### src/rtl/bcd_pkg.sv
// Shared BCD definitions: digit width, largest legal digit, subtractor FSM
// encoding and the nine's-complement helper.
package bcd_pkg;

    localparam int DIGIT_W = 4;
    localparam logic [DIGIT_W-1:0] BCD_MAX = 4'd9;

    typedef enum logic [1:0] {
        IDLE = 2'd0,
        CALC = 2'd1,
        DONE = 2'd2
    } state_t;

    function automatic logic [DIGIT_W-1:0] nines_comp(input logic [DIGIT_W-1:0] digit);
        return BCD_MAX - digit;
    endfunction

    function automatic logic digit_bad(input logic [DIGIT_W-1:0] digit);
        return (digit > BCD_MAX);
    endfunction

endpackage

### src/rtl/bcd_adder_1digit.sv
// One-digit BCD adder: {cout, s} = a + b + cin with decimal correction.
module bcd_adder_1digit
    import bcd_pkg::*;
(
    input  logic [DIGIT_W-1:0] a,
    input  logic [DIGIT_W-1:0] b,
    input  logic               cin,
    output logic [DIGIT_W-1:0] s,
    output logic               cout
);

    logic [DIGIT_W:0] raw;

    // Binary sum, then add 6 when it leaves the decimal range
    always_comb begin
        raw = {1'b0, a} + {1'b0, b} + {4'd0, cin};
        if (raw > 5'd9) begin
            s    = raw[DIGIT_W-1:0] + 4'd6;
            cout = 1'b1;
        end else begin
            s    = raw[DIGIT_W-1:0];
            cout = 1'b0;
        end
    end

endmodule

### src/rtl/bcd_subtractor_serial.sv
// Digit-serial packed-BCD subtractor: diff = a - b - bin, one digit per clock,
// computed as a + (9 - b) + ~bin through a single shared digit adder.
module bcd_subtractor_serial
    import bcd_pkg::*;
#(
    parameter int NDIGITS = 4
) (
    input  logic                       clk,
    input  logic                       rst,
    input  logic                       in_valid,
    output logic                       in_ready,
    input  logic [DIGIT_W*NDIGITS-1:0] a,
    input  logic [DIGIT_W*NDIGITS-1:0] b,
    input  logic                       bin,
    output logic                       out_valid,
    input  logic                       out_ready,
    output logic [DIGIT_W*NDIGITS-1:0] diff,
    output logic                       bout,
    output logic                       err
);

    localparam int W     = DIGIT_W * NDIGITS;
    localparam int IDX_W = (NDIGITS > 1) ? $clog2(NDIGITS) : 1;
    localparam logic [IDX_W-1:0] LAST_IDX = IDX_W'(NDIGITS - 1);

    state_t             state_q;
    logic [W-1:0]       a_q;
    logic [W-1:0]       b_q;
    logic [W-1:0]       diff_q;
    logic               carry_q;
    logic [IDX_W-1:0]   idx_q;
    logic               err_q;
    logic               bout_q;
    logic               in_ready_q;
    logic               out_valid_q;

    logic [DIGIT_W-1:0] a_digit;
    logic [DIGIT_W-1:0] b_digit;
    logic [DIGIT_W-1:0] add_sum;
    logic               add_cout;
    logic               bad_digit;

    // Select the current digit pair; subtrahend enters in nine's complement
    always_comb begin
        a_digit = a_q[idx_q*DIGIT_W +: DIGIT_W];
        b_digit = nines_comp(b_q[idx_q*DIGIT_W +: DIGIT_W]);
    end

    // Flag any non-decimal digit on the operands being offered
    always_comb begin
        bad_digit = 1'b0;
        for (int i = 0; i < NDIGITS; i++) begin
            bad_digit = bad_digit | digit_bad(a[i*DIGIT_W +: DIGIT_W])
                                  | digit_bad(b[i*DIGIT_W +: DIGIT_W]);
        end
    end

    bcd_adder_1digit u_digit_adder (
        .a    (a_digit),
        .b    (b_digit),
        .cin  (carry_q),
        .s    (add_sum),
        .cout (add_cout)
    );

    // Control FSM plus operand, result and handshake registers
    always_ff @(posedge clk or posedge rst) begin
        if (rst) begin
            state_q     <= IDLE;
            a_q         <= '0;
            b_q         <= '0;
            diff_q      <= '0;
            carry_q     <= 1'b0;
            idx_q       <= '0;
            err_q       <= 1'b0;
            bout_q      <= 1'b0;
            in_ready_q  <= 1'b1;
            out_valid_q <= 1'b0;
        end else begin
            case (state_q)
                IDLE: begin
                    if (in_valid) begin
                        a_q        <= a;
                        b_q        <= b;
                        carry_q    <= ~bin;
                        idx_q      <= '0;
                        err_q      <= bad_digit;
                        diff_q     <= '0;
                        bout_q     <= 1'b0;
                        in_ready_q <= 1'b0;
                        state_q    <= CALC;
                    end
                end
                CALC: begin
                    diff_q[idx_q*DIGIT_W +: DIGIT_W] <= add_sum;
                    carry_q <= add_cout;
                    idx_q   <= idx_q + 1'b1;
                    // Final carry of the complement sum is the inverse of the borrow
                    if (idx_q == LAST_IDX) begin
                        bout_q      <= ~add_cout;
                        out_valid_q <= 1'b1;
                        state_q     <= DONE;
                    end
                end
                DONE: begin
                    if (out_ready) begin
                        out_valid_q <= 1'b0;
                        in_ready_q  <= 1'b1;
                        state_q     <= IDLE;
                    end
                end
                default: begin
                    out_valid_q <= 1'b0;
                    in_ready_q  <= 1'b1;
                    state_q     <= IDLE;
                end
            endcase
        end
    end

    assign in_ready  = in_ready_q;
    assign out_valid = out_valid_q;
    assign diff      = diff_q;
    assign bout      = bout_q;
    assign err       = err_q;

endmodule

### config.mk
export PLATFORM = sky130hd
export DESIGN_NAME = bcd_subtractor_serial
export DESIGN_NICKNAME = d
export VERILOG_FILES = /design/src/rtl/bcd_pkg.sv /design/src/rtl/bcd_adder_1digit.sv /design/src/rtl/bcd_subtractor_serial.sv
export SDC_FILE = /design/constraint.sdc
export NUM_CORES = 1
export LEC_CHECK = 0
export BUFFER_PORTS_ARGS = -buffer_cell sky130_fd_sc_hd__buf_2
export CAP_MARGIN = 20
export CORE_ASPECT_RATIO = 1.5
export CORE_MARGIN = 4
export CORE_UTILIZATION = 49
export CTS_CLUSTER_SIZE = 28
export DETAILED_ROUTE_END_ITERATION = 8
export PLACE_DENSITY_LB_ADDON = 0.12
export SYNTH_ARGS = -nofsm -noshare
export SYNTH_HDL_FRONTEND = slang
export SYNTH_HIERARCHICAL = 1
export SYNTH_SLANG_ARGS = --single-unit
export TNS_END_PERCENT = 20
### constraint.sdc
create_clock -name clk -period 3.6 [get_ports clk]
set_clock_uncertainty 0.2 [all_clocks]
set_input_delay 0.72 -clock clk [delete_from_list [all_inputs] [get_ports clk]]
set_output_delay 0.72 -clock clk [all_outputs]
set_load 0.02 [all_outputs]
* Word level (Yosys, flattened, before mapping)
Cells that the tools add are included.
Operators by class: add/sub/neg operators 6, magnitude comparators 9, equality and inequality tests 6, shifts and indexed selects 4, multiplexer cells 21, bitwise logic cells 11, reduce and logical (&&, ||, !) cells 8
Operator list (count):
- 4-bit negator with 34-bit output | 1
- 4-bit by 34-bit variable shift with 16-bit output, first input constant | 1
- 4-bit by 34-bit indexed part select with 16-bit output | 1
- 4-bit greater-than comparator, second input constant | 8
- 16-bit one-hot mux with 2 select lines | 1
- 16-bit by 5-bit indexed part select with 4-bit output | 2
- 16-bit bitwise mux | 1
- 16-bit 2-to-1 mux | 1
- 3-bit AND reduction | 4
- 2-bit 2-to-1 mux | 4
- 1-bit 2-to-1 mux | 7
- 1-bit bitwise OR | 7
- 2-bit != test, second input constant | 3
- 1-bit one-hot mux with 3 select lines | 2
- 2-bit one-hot mux with 3 select lines | 1
- 4-bit by 4-bit adder with 5-bit output | 1
- 5-bit by 1-bit adder with 5-bit output | 1
- 5-bit by 4-bit greater-than comparator with 1-bit output, second input constant | 1
- 4-bit by 3-bit adder with 4-bit output, second input constant | 1
- 2-bit equality test, second input constant | 2
- 4-bit 2-to-1 mux | 1
- 1-bit NOT | 4
- 1-bit one-hot mux with 2 select lines | 2
- 2-bit one-hot mux with 2 select lines | 1
- 6 further kinds | 7
Word-level totals: bits in registers 57, bits of input ports 37, output and inout bits 20, word-level logic and storage cells 75

* Longest topological paths before layout
Gate-level depths: netlist of the first run.
word-level depth 9, gate-level depth with buffers 11, depth with buffers taken out 10

* Cells and area by module
Netlist of the first run, hierarchy kept.
By module, submodules not included:
- bcd_subtractor_serial | instances 1, cells an instance 183, area an instance 2610.0 µm², sequential area each 1427.6 µm²
- bcd_adder_1digit | instances 1, cells an instance 22, area an instance 211.5 µm², sequential area each 0.0 µm²

* Least setup slack after synthesis of the first run
Ideal clock, no wire load.
path type reg-to-reg, from reg idx_q[0], to reg diff_q[2], in the netlist diff[2], library setup time 67 ps, arrival 3519 ps, data required time 3333 ps, slack -186 ps, stages on the path, launching flop included 11, path buffers 1, clock period less this slack 3786 ps, cell sequence dfrtp_1 -> buf_2 -> mux4_2 -> fa_1 -> fa_1 -> xnor2_1 -> ha_1 -> a31o_1 -> o31ai_4 -> mux2i_1 -> a22o_1
Between the ends: elaborated cells between the ends (all ways) 13, classes of those cells add/sub (5); order compare (1); shift (4); mux (3)
RTL lines:
- start, declared | line bcd_subtractor_serial.sv:31 | logic [IDX_W-1:0] idx_q;
- start signal, assigned | line bcd_subtractor_serial.sv:97 | idx_q <= idx_q + 1'b1;
- 16-bit by 5-bit indexed part select with 4-bit output * | line bcd_subtractor_serial.sv:45 | a_digit = a_q[idx_q*DIGIT_W +: DIGIT_W];
- named net a_digit[0] | line bcd_subtractor_serial.sv:37 | logic [DIGIT_W-1:0] a_digit;
- 4-bit by 4-bit adder with 5-bit output * | line bcd_adder_1digit.sv:16 | raw = {1'b0, a} + {1'b0, b} + {4'd0, cin};
- 5-bit by 1-bit adder with 5-bit output * | line bcd_adder_1digit.sv:16
- 4-bit by 3-bit adder with 4-bit output / 5-bit by 4-bit greater-than comparator with 1-bit output (equally long branches) | line bcd_adder_1digit.sv:18, bcd_adder_1digit.sv:17
- 4-bit 2-to-1 mux * | line bcd_adder_1digit.sv:17 | if (raw > 5'd9) begin
- named net add_sum[2] | line bcd_subtractor_serial.sv:39 | logic [DIGIT_W-1:0] add_sum;
- 4-bit by 34-bit indexed part select with 16-bit output * | line bcd_subtractor_serial.sv:95 | diff_q[idx_q*DIGIT_W +: DIGIT_W] <= add_sum;
- 16-bit bitwise mux * | line bcd_subtractor_serial.sv:95
- 16-bit one-hot mux with 2 select lines * | line bcd_subtractor_serial.sv:80 | case (state_q)
- end signal, assigned by index | line bcd_subtractor_serial.sv:95
- end, declared | line bcd_subtractor_serial.sv:29 | logic [W-1:0] diff_q;
Mark *: on every way through the listed nets, which the timed path passes. The rest lies on a longest branch. A chain may end at the register's enable or synchronous reset.

* Final worst setup path of the first run
from reg idx_q[0], to reg diff_q[5], in the netlist diff[5]
Same word-level chain as after synthesis.

==> metrics.txt, run 1 <==
outcome finished clean; total core area 5530 µm²; number of synthesized flops with an enable pin 0; min Tclk post-route 3.53 ns; CTS Root Cell clkbuf_8; Top Family by Delay on Critical Path adder cells; DR WL/cell 16.8 µm; CP peak stage delay 0.54 ns; row count 33; # IOs 57; Post-DP Area 3210 µm²; initial drt markers 80; Slew Viols, Final 0; sequential share of the synthesized area 50.6%; htree depth 3; FFs w/ async S/R, synth 100%; synthesized area 2820 µm²; antenna violations before repair 0; vias in the first global route 2,019; CP Launch Type register; met1 track demand over resource 19.7%; Multi-input gate area 1380 µm²; Crit Path Max Fanout 5; # diodes 0; met3 Usage GRT 3.39%; share of cells above drive strength 1 50.9%; Chip Width 70.0 µm; placer congestion estimate 0.832; Least-Margin Pin Slew 0.598 ns; fin crit share 98.1%; cts bufs inserted 9; CP Class reg2reg; Die Ht 101 µm; fin nets 324; # port buffers 56; Final Hold Fails 0; GR Util met2 32.4%; post-route ant nets 0; HP Class in2async; total gr overflow 0; Slew HR 60.1%; Syn Nets 254; Fill cells 482; global route hottest layer met2; # DRC 0; number of synthesized register bits 57; Clock Pin Slew Worst Setup and Hold Paths 0.06 ns; Clock Latency Late Sink 0.33 ns; Design Area, Final 3480 µm²; Slowest cell on crit path mux4_2; largest net degree at the start of global routing 35; crit-path most repeated cell fa_2; routed wire length 5870 µm; CTS tree done; CP required 3.62 ns; clk buf depth 2; ys flop type dfrtp_1; GRT Total Usage 17.9%; Via density 5.45; RSZ-0062 raised after global routing yes; Reg area 1430 µm²; first-pass GRT wire length 9740 µm; CP Buf/Inv Count 1; reg-to-reg setup timing slack 0.07 ns; DR pass1 iterations 4; Setup violations, final 0; Max Cap Viol 0; fmax 0.283 GHz; syn_area_per_cell 13.8 µm²; DR vias 1,901; Synth warnings 6; CTS sink cnt 57; Critical Path AT 3.55 ns; Initial Util 51.0%; critical-path cell list mux4_2 > fa_2 > fa_2 > inv_2 > ha_4 > a31o_4 > o31ai_4 > xnor2_1 > a22o_1; DP Wirelength 4540 µm; Yosys cell types 41; Synth-to-Final Area Change 23.2%; DIE AREA 7060 µm²; Cells after Synth 205; Critical Path Sink Type register
stage by stage:
stage	setup TNS, ns	hold slack (ns)	cells	setup slack (ns)	utilization (%)
detailed placement	0	0.277	332	0.0132	58.1
CTS	0	0.268	347	0.00182	61.3
global placement	0	0.260	332	0.0710	58.1
finish	0	0.251	349	0.0666	62.8
global route	-0.518	0.286	349	-0.0805	62.8
floorplan	-0.0218	0.253	205	-0.00544	-
cells in the final DEF (no fill, tap or decap), types with 2 or more instances in the layout:
| cell type | count |
|---|---|
| mux2_1 | 2 |
| a31oi_1 | 2 |
| dfrtp_1 | 55 |
| clkinv_2 | 3 |
| nand2_1 | 10 |
| nor4b_2 | 2 |
| mux4_2 | 8 |
| inv_1 | 7 |
| ha_4 | 2 |
| and4_1 | 2 |
| o21ai_0 | 10 |
| mux2_2 | 31 |
| ha_1 | 8 |
| a22o_1 | 16 |
| a21oi_1 | 5 |
| buf_2 | 56 |
| a21o_1 | 4 |
| o22ai_1 | 2 |
| nor2_1 | 4 |
| nand2b_1 | 2 |
| clkbuf_8 | 12 |
| buf_4 | 9 |
| inv_2 | 2 |
| fa_2 | 2 |
synth_stat cells (all sizes together) (4+ instances only):
cell type / number / area, µm²
a21o: 5 / 38.8
a22o: 16 / 140
inv: 9 / 33.8
ha: 10 / 125
dfrtp: 56 / 1400
mux2: 33 / 372
a21oi: 5 / 25.0
o21ai: 10 / 50.1
mux4: 8 / 180
nand2: 10 / 37.5
buf: 6 / 37.5
nor2: 4 / 15.0
flip-flops by register name, indices dropped and copies added (netlist names):
register	count
bout	1
idx_q	2
out_valid	1
diff	16
err	1
carry_q	1
state_q	2
in_ready	1
b_q	16
a_q	16
worst register-to-register path, cell delays in order, from the launching register on:
cell     delay (ns)
dfrtp_2        0.44
mux4_2         0.54
fa_2           0.39
fa_2           0.54
inv_2          0.06
ha_4           0.17
a31o_4         0.22
o31ai_4        0.39
xnor2_1        0.23
a22o_1         0.24
cell families after synthesis:
group / Yosys count / share of synthesized area, %
xor+xnor: 3 / 0.931
buf+inv: 16 / 2.66
flops: 57 / 50.6
compound gates: 47 / 12.5
mux: 42 / 19.9
simple gates: 28 / 7.58
fa+ha+maj: 12 / 5.85
cell type report:
| class | count | area share, % |
|---|---|---|
| flip-flops and latches | 57 | 41.1 |
| multi-input cells | 132 | 39.8 |
| repair buffers | 66 | 10.4 |
| clock buffers | 12 | 4.75 |
| well taps | 70 | 2.52 |
| inverters | 9 | 0.972 |
| clock inverters | 3 | 0.432 |
metal layers:
metal | routed length, µm | up-vias
met5 | 0 | -
met4 | 95 | 0
met3 | 257 | 10
met2 | 3280 | 41
met1 | 2240 | 947
li1 | - | 903
timing repair:
item                       CTS  global route
resized for setup            0            13
setup buffers                0             2
setup endpoints to repair    0            14
hold buffers                 0             0
worst paths after layout:
kind	startpoint	to	depth (start not counted)
setup / recovery	idx_q[0]$_DFFE_PP0P_	diff[5]$_DFFE_PP0P_	9
hold / removal	rst	diff[0]$_DFFE_PP0P_	2
setup reg to reg	idx_q[0]$_DFFE_PP0P_	diff[5]$_DFFE_PP0P_	9
hold reg to reg	out_valid$_DFFE_PP0P_	out_valid$_DFFE_PP0P_	2
max in group asynchronous	rst	in_ready$_DFFE_PP1P_	3
min in group clk	out_valid$_DFFE_PP0P_	out_valid$_DFFE_PP0P_	2
Power of run 1 is left out: the tool's default activity adds up to more than one toggle a clock period on the data nets, which glitch-free logic cannot reach.
==> run 2, diff against run 1 <==
CORE_UTILIZATION = 51   (was 49)
CTS_BUF_LIST = sky130_fd_sc_hd__clkbuf_8   (was not set)
==> metrics.txt, run 2 (synthesis results as in run 1) <==
outcome finished clean (unchanged); initial drt markers 98 (was 80); CP Launch Type register (unchanged); non-filler instance count after layout 346 (was 349); Chip Width 68.7 µm (was 70.0 µm); placed cells 329 (was 332); fin crit share 96.3% (was 98.1%); share of cells above drive strength 1 50.4% (was 50.9%); antenna violations before repair 0 (unchanged); vias in the first global route 2,053 (was 2,019); Critical Path AT 3.54 ns (was 3.55 ns); critical-path cell list buf_4 > mux4_2 > inv_1 > fa_2 > fa_2 > xnor2_2 > ha_4 > a31o_4 > o31ai_4 > mux2i_2 > a22o_1 (was mux4_2 > fa_2 > fa_2 > inv_2 > ha_4 > a31o_4 > o31ai_4 > xnor2_1 > a22o_1); most frequent cells in the layout 56 x buf_2, 55 x dfrtp_1, 31 x mux2_2 (unchanged); CP Class reg2reg (unchanged); routed wire length 5910 µm (was 5870 µm); # IOs 57 (unchanged); CTS Root Cell clkbuf_8 (unchanged); Die Ht 99.1 µm (was 101 µm); Clock Pin Slew Worst Setup and Hold Paths 0.07 ns (was 0.06 ns); first-pass GRT wire length 9870 µm (was 9740 µm); total gr overflow 0 (unchanged); Least-Margin Pin Slew 0.562 ns (was 0.598 ns); largest net degree at the start of global routing 35 (unchanged); CP required 3.67 ns (was 3.62 ns); DR pass1 iterations 4 (unchanged); # DRC 0 (unchanged); min Tclk post-route 3.47 ns (was 3.53 ns); clk buf depth 2 (unchanged); Slew HR 62.5% (was 60.1%); Max Cap Viol 0 (unchanged); post-route ant nets 0 (unchanged); placer congestion estimate 0.850 (was 0.832); DR vias 1,919 (was 1,901); fin nets 323 (was 324); row count 32 (was 33); DIE AREA 6810 µm² (was 7060 µm²); Setup violations, final 0 (unchanged); # port buffers 56 (unchanged); most common cell after layout, fill and taps aside buf_2 (unchanged); GRT Total Usage 19.9% (was 17.9%); total core area 5250 µm² (was 5530 µm²); DR WL/cell 17.1 µm (was 16.8 µm); CTS tree done (unchanged); DP Wirelength 4620 µm (was 4540 µm); CTS sink cnt 57 (unchanged); Initial Util 53.8% (was 51.0%); reg-to-reg setup timing slack 0.13 ns (was 0.07 ns); htree depth 3 (unchanged); Top Family by Delay on Critical Path adder cells (unchanged); CP Buf/Inv Count 2 (was 1); Clock Latency Late Sink 0.34 ns (was 0.33 ns); Critical Path Sink Type register (unchanged); Final Hold Fails 0 (unchanged); crit-path most repeated cell fa_2 (unchanged); Crit Path Max Fanout 4 (was 5); cts bufs inserted 9 (unchanged); Slowest cell on crit path dfrtp_2 (was mux4_2); Via density 5.55 (was 5.45); Slew Viols, Final 0 (unchanged); CP peak stage delay 0.43 ns (was 0.54 ns); HP Class in2async (unchanged); fmax 0.289 GHz (was 0.283 GHz); Synth-to-Final Area Change 23.3% (was 23.2%); # diodes 0 (unchanged)
-- run 2: cell count changes in the layout (fill, tap and decap cells not counted) --
cell / before / now
a2111oi_1: 0 / 1
a2111oi_2: 1 / 0
buf_8: 1 / 0
bufinv_16: 0 / 1
clkbuf_8: 12 / 13
clkinv_2: 3 / 1
mux2i_2: 0 / 1
mux2i_4: 1 / 0
-- run 2: timing repair --
action	CTS	global route
endpoints found under the setup margin	3	14
pin swaps	0	3
buffers inserted	0	2
hold buffers	0	0
resized for setup	1	9
-- run 2: area by class of cell --
class                   instances  area, µm²
flip-flops and latches         57       1430
clock buffers                  13        179
multi-input cells             132       1370
clock inverters                 2       35.0
fillers                       431       1770
repair buffers                 65        348
inverters                       9       33.8
well taps                      68       85.1
-- run 2: worst paths after layout --
check	startpoint	endpoint	cells after the start
min in group clk	out_valid$_DFFE_PP0P_	out_valid$_DFFE_PP0P_	2
min	rst	idx_q[1]$_DFFE_PP0P_	2
max in group asynchronous	rst	in_ready$_DFFE_PP1P_	3
min reg2reg	out_valid$_DFFE_PP0P_	out_valid$_DFFE_PP0P_	2
max reg2reg	idx_q[0]$_DFFE_PP0P_	diff[2]$_DFFE_PP0P_	11
max	idx_q[0]$_DFFE_PP0P_	diff[2]$_DFFE_PP0P_	11
-- run 2: per-layer routing --
layer,vias up,global-route usage [%],routed length (µm)
li1,901,-,-
met1,948,22.4,2200
met2,49,32.8,3170
met3,21,5.65,275
met4,0,11.3,263
met5,-,0,0
-- run 2: per-stage QoR --
| step | TNS (ns) | cell area, µm² | worst slack [ns] | utilization (%) | hold WS (ns) |
|---|---|---|---|---|---|
| 2_1_floorplan | -0.0218 | 2830 | -0.00544 | - | 0.253 |
| 3_3_place_gp | 0 | 3200 | 0.0653 | 61.1 | 0.257 |
| 3_5_place_dp | 0 | 3200 | 0.00131 | 61.1 | 0.277 |
| 4_1_cts | -0.00473 | 3420 | -0.00473 | 65.2 | 0.107 |
| 5_1_grt | -0.0561 | 3480 | -0.0217 | 66.3 | 0.125 |
| 6_report | 0 | 3480 | 0.134 | 66.3 | 0.109 |
Power of run 2 is left out for the same reason.
